--- src/rtl/csa_add_sequencer.sv ---
// Multi-precision adder: walks WORDS 16-bit slices through one carry-select adder, LSW first.
// Optional: define CSA_SEQ_OVF_EN to add the signed-overflow output ovf.

module csa_ripple4 (
    input  logic [3:0] i_a,
    input  logic [3:0] i_b,
    input  logic       i_cin,
    output logic [3:0] o_sum,
    output logic       o_cout
);
    logic [4:0] w_carry;

    always_comb begin
        w_carry    = '0;
        o_sum      = '0;
        w_carry[0] = i_cin;
        for (int i = 0; i < 4; i++) begin
            o_sum[i]       = i_a[i] ^ i_b[i] ^ w_carry[i];
            w_carry[i + 1] = (i_a[i] & i_b[i]) | (w_carry[i] & (i_a[i] ^ i_b[i]));
        end
    end

    assign o_cout = w_carry[4];
endmodule

// Four 4-bit blocks, each precomputed for carry-in 0 and 1; the real carry only drives muxes.
module carry_select_adder_16bit (
    input  logic [15:0] i_a,
    input  logic [15:0] i_b,
    input  logic        i_cin,
    output logic [15:0] o_sum,
    output logic        o_cout
);
    logic [3:0] w_sum0 [4];
    logic [3:0] w_sum1 [4];
    logic [3:0] w_cout0;
    logic [3:0] w_cout1;
    logic [4:0] w_carry;

    for (genvar g = 0; g < 4; g++) begin : g_block
        csa_ripple4 u_ripple0 (
            .i_a   (i_a[4*g +: 4]),
            .i_b   (i_b[4*g +: 4]),
            .i_cin (1'b0),
            .o_sum (w_sum0[g]),
            .o_cout(w_cout0[g])
        );
        csa_ripple4 u_ripple1 (
            .i_a   (i_a[4*g +: 4]),
            .i_b   (i_b[4*g +: 4]),
            .i_cin (1'b1),
            .o_sum (w_sum1[g]),
            .o_cout(w_cout1[g])
        );
    end

    always_comb begin
        w_carry    = '0;
        o_sum      = '0;
        w_carry[0] = i_cin;
        for (int k = 0; k < 4; k++) begin
            o_sum[4*k +: 4] = w_carry[k] ? w_sum1[k] : w_sum0[k];
            w_carry[k + 1]  = w_cout0[k] | (w_cout1[k] & w_carry[k]);
        end
    end

    assign o_cout = w_carry[4];
endmodule

module csa_add_sequencer #(
    parameter int WORDS = 4
) (
    input  logic                 clk,
    input  logic                 rst_n,
    input  logic                 in_valid,
    output logic                 in_ready,
    input  logic [16*WORDS-1:0]  a,
    input  logic [16*WORDS-1:0]  b,
    input  logic                 cin,
    output logic                 out_valid,
    input  logic                 out_ready,
    output logic [16*WORDS-1:0]  sum,
    output logic                 cout,
    output logic                 busy
`ifdef CSA_SEQ_OVF_EN
    ,output logic                ovf
`endif
);
    localparam int N     = 16 * WORDS;
    localparam int CNT_W = (WORDS > 1) ? $clog2(WORDS) : 1;
    localparam logic [CNT_W-1:0] LAST_SLICE = CNT_W'(WORDS - 1);

    typedef enum logic [1:0] {
        IDLE,
        RUN,
        DONE
    } state_t;

    state_t           r_state;
    logic [N-1:0]     r_a;
    logic [N-1:0]     r_b;
    logic [N-1:0]     r_sum;
    logic [CNT_W-1:0] r_cnt;
    logic             r_carry;
    logic             r_cout;
    logic             r_inReady;
    logic             r_outValid;
    logic             r_busy;

    logic [15:0]      w_sliceA;
    logic [15:0]      w_sliceB;
    logic [15:0]      w_sliceSum;
    logic             w_sliceCout;

    assign w_sliceA = r_a[16*r_cnt +: 16];
    assign w_sliceB = r_b[16*r_cnt +: 16];

    carry_select_adder_16bit u_adder (
        .i_a   (w_sliceA),
        .i_b   (w_sliceB),
        .i_cin (r_carry),
        .o_sum (w_sliceSum),
        .o_cout(w_sliceCout)
    );

`ifdef CSA_SEQ_OVF_EN
    logic r_ovf;
    logic w_msbCarryIn;

    // Carry into bit 15 is recovered from the sum bit instead of tapping the adder internals.
    assign w_msbCarryIn = w_sliceA[15] ^ w_sliceB[15] ^ w_sliceSum[15];

    always_ff @(posedge clk or negedge rst_n) begin
        if (!rst_n) begin
            r_ovf <= 1'b0;
        end else if (r_state == RUN && r_cnt == LAST_SLICE) begin
            r_ovf <= w_msbCarryIn ^ w_sliceCout;
        end
    end

    assign ovf = r_ovf;
`endif

    always_ff @(posedge clk or negedge rst_n) begin
        if (!rst_n) begin
            r_state    <= IDLE;
            r_a        <= '0;
            r_b        <= '0;
            r_sum      <= '0;
            r_cnt      <= '0;
            r_carry    <= 1'b0;
            r_cout     <= 1'b0;
            r_inReady  <= 1'b1;
            r_outValid <= 1'b0;
            r_busy     <= 1'b0;
        end else begin
            case (r_state)
                IDLE: begin
                    if (in_valid && r_inReady) begin
                        r_a       <= a;
                        r_b       <= b;
                        r_carry   <= cin;
                        r_cnt     <= '0;
                        r_inReady <= 1'b0;
                        r_busy    <= 1'b1;
                        r_state   <= RUN;
                    end
                end
                RUN: begin
                    r_sum[16*r_cnt +: 16] <= w_sliceSum;
                    r_carry               <= w_sliceCout;
                    // Counter parks at zero instead of wrapping past the last slice.
                    if (r_cnt == LAST_SLICE) begin
                        r_cout     <= w_sliceCout;
                        r_cnt      <= '0;
                        r_busy     <= 1'b0;
                        r_outValid <= 1'b1;
                        r_state    <= DONE;
                    end else begin
                        r_cnt <= r_cnt + 1'b1;
                    end
                end
                DONE: begin
                    if (out_ready) begin
                        r_outValid <= 1'b0;
                        r_inReady  <= 1'b1;
                        r_state    <= IDLE;
                    end
                end
                default: begin
                    r_state    <= IDLE;
                    r_inReady  <= 1'b1;
                    r_outValid <= 1'b0;
                    r_busy     <= 1'b0;
                end
            endcase
        end
    end

    assign in_ready  = r_inReady;
    assign out_valid = r_outValid;
    assign busy      = r_busy;
    assign sum       = r_sum;
    assign cout      = r_cout;
endmodule

--- config.mk ---
export PLATFORM = sky130hd
export DESIGN_NAME = csa_add_sequencer
export DESIGN_NICKNAME = d
export VERILOG_FILES = /design/src/rtl/csa_add_sequencer.sv
export SDC_FILE = /design/constraint.sdc
export NUM_CORES = 1
export LEC_CHECK = 0
export CAP_MARGIN = 20
export CORE_MARGIN = 10
export CORE_UTILIZATION = 40
export CTS_BUF_LIST = sky130_fd_sc_hd__clkbuf_4 sky130_fd_sc_hd__clkbuf_8
export CTS_CLUSTER_SIZE = 16
export DETAILED_ROUTE_END_ITERATION = 10
export PLACE_DENSITY = 0.76
export SYNTH_ARGS = -nofsm -noshare
export SYNTH_HDL_FRONTEND = slang
export SYNTH_SLANG_ARGS = --single-unit
--- constraint.sdc ---
create_clock -name clk -period 3.7 [get_ports clk]
set_input_delay 0.37 -clock clk [delete_from_list [all_inputs] [get_ports clk]]
set_output_delay 0.37 -clock clk [all_outputs]
set_load 0.1 [all_outputs]
==> flow_summary.json, run 1 <==
{
  "rsz_0062_raised_after_global_routing": "no",
  "layout.cells.most_common_list": "199 x sky130_fd_sc_hd__clkdlybuf4s50_1, 198 x sky130_fd_sc_hd__dfrtp_1, 128 x sky130_fd_sc_hd__mux2_2",
  "clk-insertion-delay-late_ns": 0.50,
  "timing.setup.critical_path_class": "reg2reg",
  "fp.dieW_um": 171.8,
  "i_o_pins": 201,
  "timing.final.setup_violations": 0,
  "synth_cells": 687,
  "min_period_over_period_pct": 93.73,
  "reg2reg_setup_slack_ns": 0.23,
  "rows": 55,
  "initial_antenna_violation_count": 2,
  "syn_warnings": 0,
  "timing.critical_path.slowest_cell_delay_ns": 0.55,
  "drt-pass1-iter-count": 4,
  "design.final.nets": 1073,
  "critical_path.cell_chain": "buf_12 > mux4_2 > ha_1 > a21oi_1 > o21ai_0 > o2111a_1 > a211oi_2 > a21oi_2 > or4_1 > nand4_1",
  "detailedRoute.firstIterationViolations": 371,
  "synth-seq-cells": 201,
  "routed_wire_length_per_instance_um": 20.98,
  "worst_slew_margin_rel_pct": 29.69,
  "final_layout_size_suffix_gt1_share_pct": 27.41,
  "cts-root-to-sink-buffers": 3,
  "chipHeight_um": 171.8,
  "fp.coreArea_sq_um": 22640,
  "tritoncts": "yes",
  "critPathMaxFanout": 16,
  "cts.root.buffer_cell": "sky130_fd_sc_hd__clkbuf_8",
  "outcome": "completed",
  "vias": 6524,
  "layout.cells.most_common": "sky130_fd_sc_hd__clkdlybuf4s50_1",
  "ys_dominant_reg_cell": "sky130_fd_sc_hd__dfrtp_1",
  "number_of_flops_mapped_to_enable_cells_by_yosys": 0,
  "min-delay-path-class": "in2async",
  "place.gp.congestion": 0.8105,
  "timing.reg2reg.worst_path_depth": 10,
  "drc": 0,
  "initial_core_util_pct": 40.72,
  "worst_setup_path_end_kind": "flop",
  "crit_path_start_kind": "flop",
  "avg_vias_per_cell": 5.348,
  "htree_num_levels": 2,
  "max_cap_viol_count": 0,
  "asyncSetResetFlopFracSynth_pct": 100.0,
  "grt_start_max_net_pins": 81,
  "period_minus_slack_ns": 3.468,
  "grt_first_pass_wirelength_um": 39840,
  "global_route.usage.total_pct": 17.27,
  "yosysSeqAreaShare_pct": 54.57,
  "clk_pin_slew_ns": 0.06,
  "cts_resized": 0,
  "post_synth.cell_area_avg_sq_um": 13.42,
  "maxSlewViolCount": 0,
  "place.detailed.hpwl_um": 19010,
  "design.die.area_sq_um": 29520,
  "tritoncts.num_buffers": 35,
  "post_synth_num_cell_types": 47,
  "critical-path-slowest-cell": "sky130_fd_sc_hd__or4_1",
  "post_cts_buffers": 0,
  "syn2layout_area_growth_pct": 35.10,
  "worstPathArrival_ns": 3.89,
  "grt_remaining_overflow": 0,
  "antenna_left": 0,
  "synthesis.area_sq_um": 9219,
  "grt_pass1_vias": 6960,
  "timing.fmax_ghz": 0.2883,
  "synthesis.nets": 846,
  "r2r_end": "sum[63]",
  "clock_sinks": 201,
  "clock_skew_ns": 0.01227,
  "portBuffers": 200,
  "max_slew.worst_pin.slew_ns": 1.051,
  "setup_total_negative_slack_ns": 0,
  "worst-endpoint-required_ns": 4.12,
  "r2r-start": "r_cnt[0]",
  "wirelength_um": 25600,
  "timing_hold_violations_final": 0
}
==> logic make-up (layout without fill, tap and decap cells) <==
| logic type | after synthesis | in the layout | share of synthesized area (%) |
|---|---|---|---|
| flip-flops | 201 | 201 | 54.57 |
| XOR/XNOR | 13 | 13 | 1.235 |
| AO/OA/AOI/OAI | 113 | 113 | 8.591 |
| buffers and inverters | 51 | 298 | 2.144 |
| AND/OR/NAND/NOR | 122 | 122 | 6.365 |
| other | 0 | 1 | 0 |
| adder cells (fa/ha/maj) | 26 | 26 | 3.529 |
| multiplexers | 161 | 161 | 23.56 |
==> stage by stage <==
stage	hold WS, ns	cells	cell area, sq um	util (%)	setup WS, ns
after floorplan	0.07441	687	9219	-	0.1152
after global placement	0.4513	1161	11730	51.82	0.3991
after detailed placement	0.4570	1161	11730	51.82	0.3040
after CTS	0.4563	1219	12450	55.00	0.2765
after global routing	0.4551	1219	12450	55.00	0.08898
final	0.4533	1220	12450	55.01	0.2318
==> timing repair <==
| action | CTS | global route |
|---|---|---|
| setup endpoints to repair | 0 | 0 |
| hold buffers | 1 | 0 |
| hold endpoints to repair | 76 | 0 |
==> worst max-delay path, delay by kind of cell (launching register included) <==
| family | cells | cell delay, ns |
|---|---|---|
| AOI/OAI and AO/OA | 5 | 1.20 |
| and+or+nand+nor | 2 | 0.64 |
| muxes | 1 | 0.52 |
| DFF | 1 | 0.45 |
| adders and majority gates | 1 | 0.38 |
| buffers and inverters | 1 | 0.18 |
==> metal layers <==
layer	share of wire, %	vias up	global-route usage, %
met3	7.6	35	5.157
met2	45	203	26.18
met1	46	3268	23.51
met5	0.035	-	0
li1	-	3016	-
met4	1.8	2	4.873
==> registers in the layout, summed over array words and instances (netlist names) <==
| register | cells |
|---|---|
| r_carry | 1 |
| cout | 1 |
| r_state | 2 |
| out_valid | 1 |
| r_a | 64 |
| busy | 1 |
| r_cnt | 2 |
| r_b | 64 |
| sum | 64 |
| in_ready | 1 |
==> cell type report <==
| cell class | instances | area (sq um) |
|---|---|---|
| Fill cell | 1881 | 10190 |
| Sequential cell | 201 | 5034 |
| Multi-Input combinational cell | 435 | 4004 |
| Timing Repair Buffer | 226 | 2291 |
| Clock buffer | 54 | 668.1 |
| Tap cell | 285 | 356.6 |
| Inverter | 15 | 56.30 |
| Clock inverter | 3 | 42.54 |
| Antenna cell | 1 | 2.502 |
==> cells in the mapped netlist (9+ instances only) <==
| library cell | instances | area, sq um |
|---|---|---|
| sky130_fd_sc_hd__a21oi_1 | 13 | 65.06 |
| sky130_fd_sc_hd__a22o_1 | 32 | 280.3 |
| sky130_fd_sc_hd__clkbuf_1 | 28 | 105.1 |
| sky130_fd_sc_hd__dfrtp_1 | 200 | 5005 |
| sky130_fd_sc_hd__ha_1 | 26 | 325.3 |
| sky130_fd_sc_hd__inv_1 | 15 | 56.30 |
| sky130_fd_sc_hd__mux2_2 | 128 | 1441 |
| sky130_fd_sc_hd__mux4_2 | 32 | 720.7 |
| sky130_fd_sc_hd__nand2_1 | 48 | 180.2 |
| sky130_fd_sc_hd__nand3_1 | 13 | 65.06 |
| sky130_fd_sc_hd__nand4_1 | 9 | 56.30 |
| sky130_fd_sc_hd__nor2_1 | 16 | 60.06 |
| sky130_fd_sc_hd__o211ai_1 | 16 | 120.1 |
| sky130_fd_sc_hd__o21ai_0 | 33 | 165.2 |
==> worst max-delay path by stage <==
stage	startpoint	endpoint	slack (ns)	cells after the start
after CTS	r_cnt[0]	sum[63]	0.28	10
after detailed placement	r_cnt[0]	sum[47]	0.30	10
after global placement	r_cnt[0]	sum[47]	0.40	10
after global routing	r_cnt[0]	sum[63]	0.09	10
final	r_cnt[0]	sum[63]	0.23	10
after floorplan	r_cnt[0]	sum[47]	0.12	11
Power of run 1 is not shown: default switching activity piles up to over one toggle a cycle in this logic, so the estimate is an artifact.
==> run 2: changes to the inputs <==
--- a/config.mk
+++ b/config.mk
@@ -12,6 +12,7 @@
 export CTS_CLUSTER_SIZE = 16
 export DETAILED_ROUTE_END_ITERATION = 10
 export PLACE_DENSITY = 0.76
+export SLEW_MARGIN = 20
 export SYNTH_ARGS = -nofsm -noshare
 export SYNTH_HDL_FRONTEND = slang
 export SYNTH_SLANG_ARGS = --single-unit
==> results of run 2 <==
No change in the layout: final DEF, timing and power equal those of run 1.
Power of run 2 is left out for the same reason.
==> run 3: changes to the inputs <==
--- a/config.mk
+++ b/config.mk
@@ -7,11 +7,11 @@
 export LEC_CHECK = 0
 export CAP_MARGIN = 20
 export CORE_MARGIN = 10
-export CORE_UTILIZATION = 40
+export CORE_UTILIZATION = 45
 export CTS_BUF_LIST = sky130_fd_sc_hd__clkbuf_4 sky130_fd_sc_hd__clkbuf_8
 export CTS_CLUSTER_SIZE = 16
 export DETAILED_ROUTE_END_ITERATION = 10
-export PLACE_DENSITY = 0.76
+export PLACE_DENSITY = 0.83
 export SLEW_MARGIN = 20
 export SYNTH_ARGS = -nofsm -noshare
 export SYNTH_HDL_FRONTEND = slang
==> run 3 against run 2 <==
First-iteration DRC count rose by 3.0%. Via count is 1.6% higher. Global-route usage grew 1.3 points. Cell count decreased by 1.2%. Count of clock-buffer cells in the layout down 1. Utilization up 6.6 points. Non-clock buffer count is 5 lower. Largest cell class unchanged. Highest routed layer unchanged.
==> flow_summary.json, run 3 (same netlist as run 1, synthesis figures left out) <==
{
  "maxSlewViolCount": 0,
  "final_area_sq_um": 12420,
  "period_minus_slack_ns": 3.367,
  "antenna_left": 0,
  "clk_pin_slew_ns": 0.07,
  "place.gp.congestion": 0.8478,
  "initial_core_util_pct": 45.71,
  "worst_setup_path_end_kind": "flop",
  "drc": 0,
  "layout.cells.most_common_list": "199 x sky130_fd_sc_hd__clkdlybuf4s50_1, 198 x sky130_fd_sc_hd__dfrtp_1, 128 x sky130_fd_sc_hd__mux2_2",
  "tritoncts.num_buffers": 35,
  "worst_slew_margin_rel_pct": 31.04,
  "chipHeight_um": 163.1,
  "dp.cells": 1141,
  "place.detailed.hpwl_um": 18870,
  "cts-root-to-sink-buffers": 3,
  "design.die.area_sq_um": 26610,
  "design.final.nets": 1068,
  "grt_remaining_overflow": 0,
  "rsz_0062_raised_after_global_routing": "no",
  "avg_vias_per_cell": 5.503,
  "critPathMaxFanout": 27,
  "layout.cells.most_common": "sky130_fd_sc_hd__clkdlybuf4s50_1",
  "initial_antenna_violation_count": 7,
  "drt-pass1-iter-count": 5,
  "max_slew.worst_pin.slew_ns": 1.031,
  "routed_wire_length_per_instance_um": 20.94,
  "i_o_pins": 201,
  "timing.setup.critical_path_class": "reg2reg",
  "fp.dieW_um": 163.1,
  "timing.fmax_ghz": 0.2970,
  "min_period_over_period_pct": 91.00,
  "vias": 6631,
  "htree_num_levels": 2,
  "cts.root.buffer_cell": "sky130_fd_sc_hd__clkbuf_8",
  "timing_hold_violations_final": 0,
  "grt_first_pass_wirelength_um": 39270,
  "grt_pass1_vias": 6969,
  "grt_start_max_net_pins": 106,
  "rows": 52,
  "clock_sinks": 201,
  "global_route.usage.total_pct": 18.61,
  "syn2layout_area_growth_pct": 34.77,
  "timing.final.setup_violations": 0,
  "setup_total_negative_slack_ns": 0,
  "max_cap_viol_count": 0,
  "timing.reg2reg.worst_path_depth": 10,
  "fin_cells": 1205,
  "final_layout_size_suffix_gt1_share_pct": 27.18,
  "timing.critical_path.slowest_cell_delay_ns": 0.55,
  "critical_path.cell_chain": "buf_12 > mux4_2 > ha_1 > a21oi_1 > nand2_1 > o2111a_1 > a211oi_2 > a21oi_2 > or4_1 > nand4_1",
  "wirelength_um": 25230,
  "detailed_place.area_sq_um": 11640,
  "min-delay-path-class": "in2async",
  "crit_path_start_kind": "flop",
  "outcome": "completed",
  "worstPathArrival_ns": 3.82,
  "clock_skew_ns": 0.01465,
  "worst-endpoint-required_ns": 4.15,
  "tritoncts": "yes",
  "critical-path-slowest-cell": "sky130_fd_sc_hd__or4_1",
  "portBuffers": 200,
  "detailedRoute.firstIterationViolations": 382,
  "clk-insertion-delay-late_ns": 0.52,
  "fp.coreArea_sq_um": 20170
}
[run 3: cell count changes in the layout (fill, tap and decap cells not counted), sizes merged]
cell,delta
buf,-5
bufinv,+1
clkbuf,-1
clkinvlp,+2
diode,+3
[run 3: through the flow]
step | hold slack [ns] | setup WS (ns) | util, %
after floorplan | 0.07441 | 0.1152 | -
after global placement | 0.3333 | 0.3984 | 57.70
after detailed placement | 0.3355 | 0.3338 | 57.70
after CTS | 0.3295 | 0.3241 | 61.55
after global routing | 0.3660 | 0.1253 | 61.56
final | 0.3318 | 0.3328 | 61.60
[run 3: worst paths after layout]
kind | from | to | slack [ns]
max | r_cnt[0] | sum[47] | 0.33
min | rst_n | r_a[33] | 0.33
max reg2reg | r_cnt[0] | sum[47] | 0.33
min reg2reg | sum[5] | sum[5] | 0.48
max in group asynchronous | rst_n | r_b[46] | 2.33
min in group clk | a[63] | r_a[63] | 0.46
[run 3: final cells by class]
| type | instances | area [sq um] |
|---|---|---|
| sequential | 201 | 5034 |
| antenna | 4 | 10.01 |
| multi-input combinational | 435 | 4004 |
| inverter | 15 | 56.30 |
| tap | 270 | 337.8 |
| clock inverter | 6 | 87.58 |
| clock buffer | 53 | 679.4 |
| timing repair buffer | 221 | 2216 |
| fill | 1580 | 7745 |
[run 3: worst max-delay path, delay by kind of cell (launching register included)]
| kind | cells | cell delay [ns] |
|---|---|---|
| compound gates | 4 | 1.02 |
| simple gates | 3 | 0.77 |
| mux | 1 | 0.53 |
| flops | 1 | 0.38 |
| fa+ha+maj | 1 | 0.37 |
| buf+inv | 1 | 0.21 |
[run 3: what timing repair did]
item                                   in CTS  in global routing
endpoints found under the hold margin      44                  0
hold buffers                                1                  0
setup buffers                               0                  0
resized for setup                           0                  0
[run 3: routing by layer]
layer / vias up / wire (um) / global-route usage (%) / part of all wire (%)
met5: - / 13 / 0 / 0.052
met3: 42 / 2395 / 6.267 / 9.5
met4: 2 / 453 / 5.615 / 1.8
met1: 3312 / 10630 / 24.48 / 42
met2: 269 / 11740 / 28.59 / 47
li1: 3006 / - / - / -
Power of run 3 is left out for the same reason.
==> edit 1 (settings of run 3) <==
Set the parameter `WORDS` to 2 (it was 4).
--- a/src/rtl/csa_add_sequencer.sv
+++ b/src/rtl/csa_add_sequencer.sv
@@ -68,7 +68,7 @@
 endmodule
 
 module csa_add_sequencer #(
-    parameter int WORDS = 4
+    parameter int WORDS = 2
 ) (
     input  logic                 clk,
     input  logic                 rst_n,
Ports: changed (resized a, b and sum); port bits go from 201 to 105. The function was not compared with the original's and may differ.
==> edit 1 against run 3 <==
  * First-iteration DRC count fell by 45%
  * Worst setup slack improved by 0.19 ns
  * Final cell count shrank 36%
  * Global-route usage decreased by 3.8 points
  * Final area fell by 49%
  * Routed wire length shrank 54%
  * Area after synthesis decreased by 46%
  * Sequential cell count decreased by 97
  * Critical endpoint is now sum[11]
  * Highest routed layer is now met4
==> edit 1: results (changes against run 3) <==
| Metric | Value |
|---|---|
| Crit path kind | reg -> reg (unchanged) |
| Syn Nets | 625 (was 846) |
| Largest family of logic cells by synthesized area | simple AND/OR/NAND/NOR gates (was multiplexers) |
| Worst-Skew Late Latency | 0.36 ns (was 0.52 ns) |
| Synth cell count leaders | nand2_1 (237), dfrtp_1 (103), o21ai_1 (38), clkbuf_1 (22), ha_1 (20) (was dfrtp_1 (200), mux2_2 (128), nand2_1 (48), o21ai_0 (33)) |
| Setup WS pre-CTS | 0.576 ns (was 0.334 ns) |
| Placed insts | 759 (was 1141) |
| Share of layout cells above drive strength 1 | 6.46% (was 27.2%) |
| Clk slew on worst S/H paths | 0.10 ns (was 0.07 ns) |
| Diode count | 0 (was 4) |
| Synthesized-area fraction occupied by xor and xnor cells | 2.98% (was 1.24%) |
| Slowest-stage cell, CP | dfrtp_1 (was or4_1) |
| Critical path's largest stage delay | 0.61 ns (was 0.55 ns) |
| Clk_skew | 0.0171 ns (was 0.0147 ns) |
| DR WL/cell | 15.1 µm (was 20.9 µm) |
| CP arrival | 3.40 ns (was 3.82 ns) |
| Global-route wire length before repair | 19700 µm (was 39300 µm) |
| Gr usage total | 14.8% (was 18.6%) |
| Maximum root-to-sink buffer count | 2 (was 3) |
| Delay-heaviest family, CP | compound AO/OA/AOI/OAI gates (unchanged) |
| Fill count | 924 (was 1580) |
| Clk root buf | clkbuf_8 (unchanged) |
| First DRT Iteration DRCs | 210 (was 382) |
| Post-CTS setup buffer count | 0 (unchanged) |
| VDD IR max | between 0.6 and 0.7 mV |
| Layout Nets | 719 (was 1068) |
| Hold Crit Class | in -> async (unchanged) |
| H-tree levels | 3 (was 2) |
| Post-route ant nets | 0 (unchanged) |
| Avg Inst Size Synth | 9.25 µm² (was 13.4 µm²) |
| I/O Buffers | 104 (was 200) |
| Unique cell type count in the Yosys netlist | 38 (was 47) |
| Peak fanout along the critical path | 28 (was 27) |
| Synth Area in Adders | 5.05% (was 3.53%) |
| Final GP Congestion | 0.852 (was 0.848) |
| Sequential element share of the synthesized area | 52.5% (was 54.6%) |
| Synth top area cells | dfrtp_1 (52%), nand2_1 (18%), ha_1 (5.0%), mux2_1 (4.3%), o21ai_1 (3.8%) (was dfrtp_1 (54%), mux2_2 (16%), mux4_2 (7.8%), ha_1 (3.5%), a22o_1 (3.0%)) |
| Vias in the first global route | 4121 (was 6969) |
| Async set-reset flop share out of synthesis | 100% (unchanged) |
| Antenna violations before repair | 0 (was 7) |
| Yosys warns | 0 (unchanged) |
| Multiplexer area fraction after synthesis | 8.17% (was 23.6%) |
| Lkg Pwr | roughly 0.0031 µW |
| DRT Pass-1 Iters | 4 (was 5) |
| Pin count of the biggest net entering global routing | 77 (was 106) |
| TritonCTS Buffers | 9 (was 35) |
| Slew HR | 31.6% (was 31.0%) |
| Cell Count, Final, Fillers Out | 775 (was 1205) |
| Via/cell ratio | 4.99 (was 5.50) |
| Synth Area in Compound Gates | 8.25% (was 8.59%) |
| Status | complete, no violations (unchanged) |
| DP Area | 6130 µm² (was 11600 µm²) |
| DP Wirelength | 9000 µm (was 18900 µm) |
-- edit 1: cell types whose count changed in the layout (fill, tap and decap cells not counted), moves of 11 or more --
cell | before | now
a22o_1 | 32 | 1
mux2_1 | 0 | 19
o21ai_1 | 0 | 38
nand3_1 | 13 | 1
dfrtp_1 | 198 | 103
mux2i_1 | 1 | 12
clkbuf_8 | 46 | 10
o21ai_0 | 33 | 1
nand2_1 | 48 | 236
mux2_2 | 128 | 5
o211ai_1 | 16 | 0
mux4_2 | 32 | 0
buf_4 | 16 | 4
clkdlybuf4s50_1 | 199 | 103
-- edit 1: power by group through the flow --
stage / logic, µW / registers [µW] / clock network, µW
after global routing: 4270 / 1970 / 693
final: 3950 / 1910 / 634
after floorplan: 1810 / 3040 / 0
after CTS: 3960 / 1910 / 638
after detailed placement: 3930 / 1930 / 0
after global placement: 3810 / 1910 / 0
-- edit 1: cells by family after synthesis --
logic type	count (synthesis)
compound gates	65
xor+xnor	16
fa+ha+maj	20
buf+inv	35
simple gates	259
flops	104
mux	37
-- edit 1: final timing paths --
check / from / to / slack, ns / cells after the start
min in group clk: r_b[2] / r_b[2] / 0.48 / 2
worst max register to register: r_cnt / sum[11] / 0.52 / 10
worst max-delay path: r_cnt / sum[11] / 0.52 / 10
worst min register to register: r_b[2] / r_b[2] / 0.48 / 2
worst min-delay path: rst_n / r_b[26] / 0.14 / 1
max in group asynchronous: rst_n / r_a[23] / 2.78 / 2
-- edit 1: worst reg2reg max path, cell delays in order, from the launching register on --
cell and delay, ns:
dfrtp_1 0.61, buf_12 0.26, mux2_1 0.36, ha_1 0.36
a21o_1 0.22, a21oi_2 0.18, a22oi_2 0.15, or3_4 0.37
a41oi_2 0.21, xor2_1 0.22, o21ai_1 0.08
-- edit 1: layout make-up --
type | instances | share of cell area [%]
clock buffers | 11 | 2.30
clock inverters | 5 | 0.515
repair buffers | 108 | 17.1
well taps | 140 | 2.77
inverters | 10 | 0.594
multi-input cells | 397 | 35.5
flip-flops and latches | 104 | 41.2
-- edit 1: through the flow --
| stage | total power [µW] | hold WS [ns] | utilization, % |
|---|---|---|---|
| 6_report | 6490 | 0.142 | 58.5 |
| 5_1_grt | 6930 | 0.213 | 58.5 |
| 4_1_cts | 6510 | 0.183 | 58.4 |
| 3_5_place_dp | 5860 | 0.457 | 56.8 |
| 3_3_place_gp | 5720 | 0.452 | 56.8 |
| 2_1_floorplan | 4850 | 0.0744 | - |
-- edit 1: layer usage --
metal,wire [µm],track usage (%)
met1,5380,19.2
met4,342,6.37
met5,0,0
met3,699,3.59
met2,5290,23.2
==> edit 2 (settings of run 3) <==
Made on the original files. Re-encode `state_t` (3 states) as one-hot, 3 bits wide.
--- a/src/rtl/csa_add_sequencer.sv
+++ b/src/rtl/csa_add_sequencer.sv
@@ -90,10 +90,10 @@
     localparam int CNT_W = (WORDS > 1) ? $clog2(WORDS) : 1;
     localparam logic [CNT_W-1:0] LAST_SLICE = CNT_W'(WORDS - 1);
 
-    typedef enum logic [1:0] {
-        IDLE,
-        RUN,
-        DONE
+    typedef enum logic [2:0] {
+        IDLE = 3'b001,
+        RUN  = 3'b010,
+        DONE = 3'b100
     } state_t;
 
     state_t           r_state;
Behaviour: same outputs for any inputs over 4 cycles, from zero or initial values and one cycle with rst_n low; so few cycles prove little.
==> edit 2 against run 3 <==
  * Die area grew 0.49%
  * Final area grew 0.72%
  * Routed wire length shrank 3.4%
  * Global-route usage shrank 0.58 points
  * Sequential cell count grew 1
  * Sequential share of layout area shrank 0.078 points
  * Synthesized cell count is the same
  * Area after synthesis grew 0.56%
  * Via count shrank 2.3%
  * Worst setup slack lost 0.033 ns
  * Critical endpoint is now sum[63]
==> edit 2: results (changes against run 3) <==
| Metric | Value |
|---|---|
| Gr usage total | 18.0% (was 18.6%) |
| Slowest-stage cell, CP | mux4_2 (was or4_1) |
| Synth cell count leaders | dfrtp_1 (200), mux2_2 (128), nand2_1 (48), o21ai_0 (35) (was dfrtp_1 (200), mux2_2 (128), nand2_1 (48), o21ai_0 (33)) |
| Critical path's largest stage delay | 0.53 ns (was 0.55 ns) |
| VDD IR max | 0.706 mV |
| Sequential element share of the synthesized area | 54.6% (about the same) |
| First DRT Iteration DRCs | 367 (was 382) |
| FF-to-FF Start | r_cnt[0] (unchanged) |
| R2r setup slk | 0.30 ns (was 0.33 ns) |
| Share of layout cells above drive strength 1 | 28.1% (was 27.2%) |
| WP data required | 4.15 ns (about the same) |
| Seq pwr share | between 20 and 30% |
| Final GP Congestion | 0.839 (was 0.848) |
| R2R depth | 9 (was 10) |
| DRT Pass-1 Iters | 7 (was 5) |
| Reg2reg end | sum[63] (was sum[47]) |
| Synth top area cells | dfrtp_1 (54%), mux2_2 (16%), mux4_2 (7.8%), ha_1 (3.5%), a22o_1 (3.0%) (unchanged) |
| Slew HR | 29.7% (was 31.0%) |
| Layout Nets | 1063 (was 1068) |
| Hold Slack | 0.453 ns (was 0.332 ns) |
| Peak fanout along the critical path | 12 (was 27) |
| Antenna violations before repair | 4 (was 7) |
| Clk power | around 2400 µW |
| Status | complete, no violations (unchanged) |
| DR WL/cell | 20.3 µm (was 20.9 µm) |
| TritonCTS Buffers | 36 (was 35) |
| Vias in the first global route | 6982 (was 6969) |
| Clk_skew | 0.0320 ns (was 0.0147 ns) |
| DP Wirelength | 18200 µm (was 18900 µm) |
| Number of vias in the routed layout | 6480 (was 6631) |
| Global-route wire length before repair | 38500 µm (was 39300 µm) |
| Fill count | 1502 (was 1580) |
| Maximum root-to-sink buffer count | 3 (unchanged) |
| Pin count of the biggest net entering global routing | 105 (was 106) |
| Unique cell type count in the Yosys netlist | 50 (was 47) |
[edit 2: routing by layer]
layer / vias up / global-route usage (%) / wire, µm
met5: - / 0 / 20
met4: 2 / 5.65 / 434
met3: 45 / 6.24 / 2150
met2: 239 / 27.3 / 11200
met1: 3229 / 23.9 / 10600
li1: 2965 / - / -
[edit 2: worst max path at each step]
stage	from	to	slack [ns]	cells past startpoint
final	r_cnt[0]	sum[63]	0.30	9
after floorplan	r_cnt[0]	sum[26]	0.12	11
after global placement	r_cnt[0]	sum[63]	0.40	9
after CTS	r_cnt[0]	sum[63]	0.28	9
after detailed placement	r_cnt[0]	sum[63]	0.30	9
after global routing	r_cnt[0]	sum[46]	0.1	10
[edit 2: what timing repair did]
item,4_1_cts,5_1_grt
hold endpoints to repair,65,0
hold buffers,1,0
endpoints found under the setup margin,0,0
resized for setup,0,0
buffers inserted,0,0
[edit 2: per-stage QoR]
step	instances	setup slack [ns]	power [µW]	instance area [µm²]	utilization, %
final	1202	0.299	12900	12500	61.8
after global routing	1201	0.0950	13800	12500	61.8
after CTS	1200	0.277	12900	12500	61.8
after detailed placement	1135	0.298	10500	11600	57.5
after global placement	1135	0.401	10300	11600	57.5
after floorplan	687	0.119	8600	9270	-
[edit 2: area by class of cell]
class / instances / area share, %
antenna: 2 / 0.0400
tap: 270 / 2.70
clock inverter: 10 / 1.44
sequential: 202 / 40.4
inverter: 16 / 0.480
clock buffer: 54 / 5.44
timing repair buffer: 216 / 17.4
multi-input combinational: 432 / 32.1
[edit 2: cell families after synthesis]
kind of cell / Yosys count / share of synthesized area [%]
simple gates: 120 / 6.37
xor+xnor: 14 / 1.40
buf+inv: 53 / 2.32
fa+ha+maj: 26 / 3.51
mux: 163 / 23.6
flops: 202 / 54.6
compound gates: 109 / 8.19
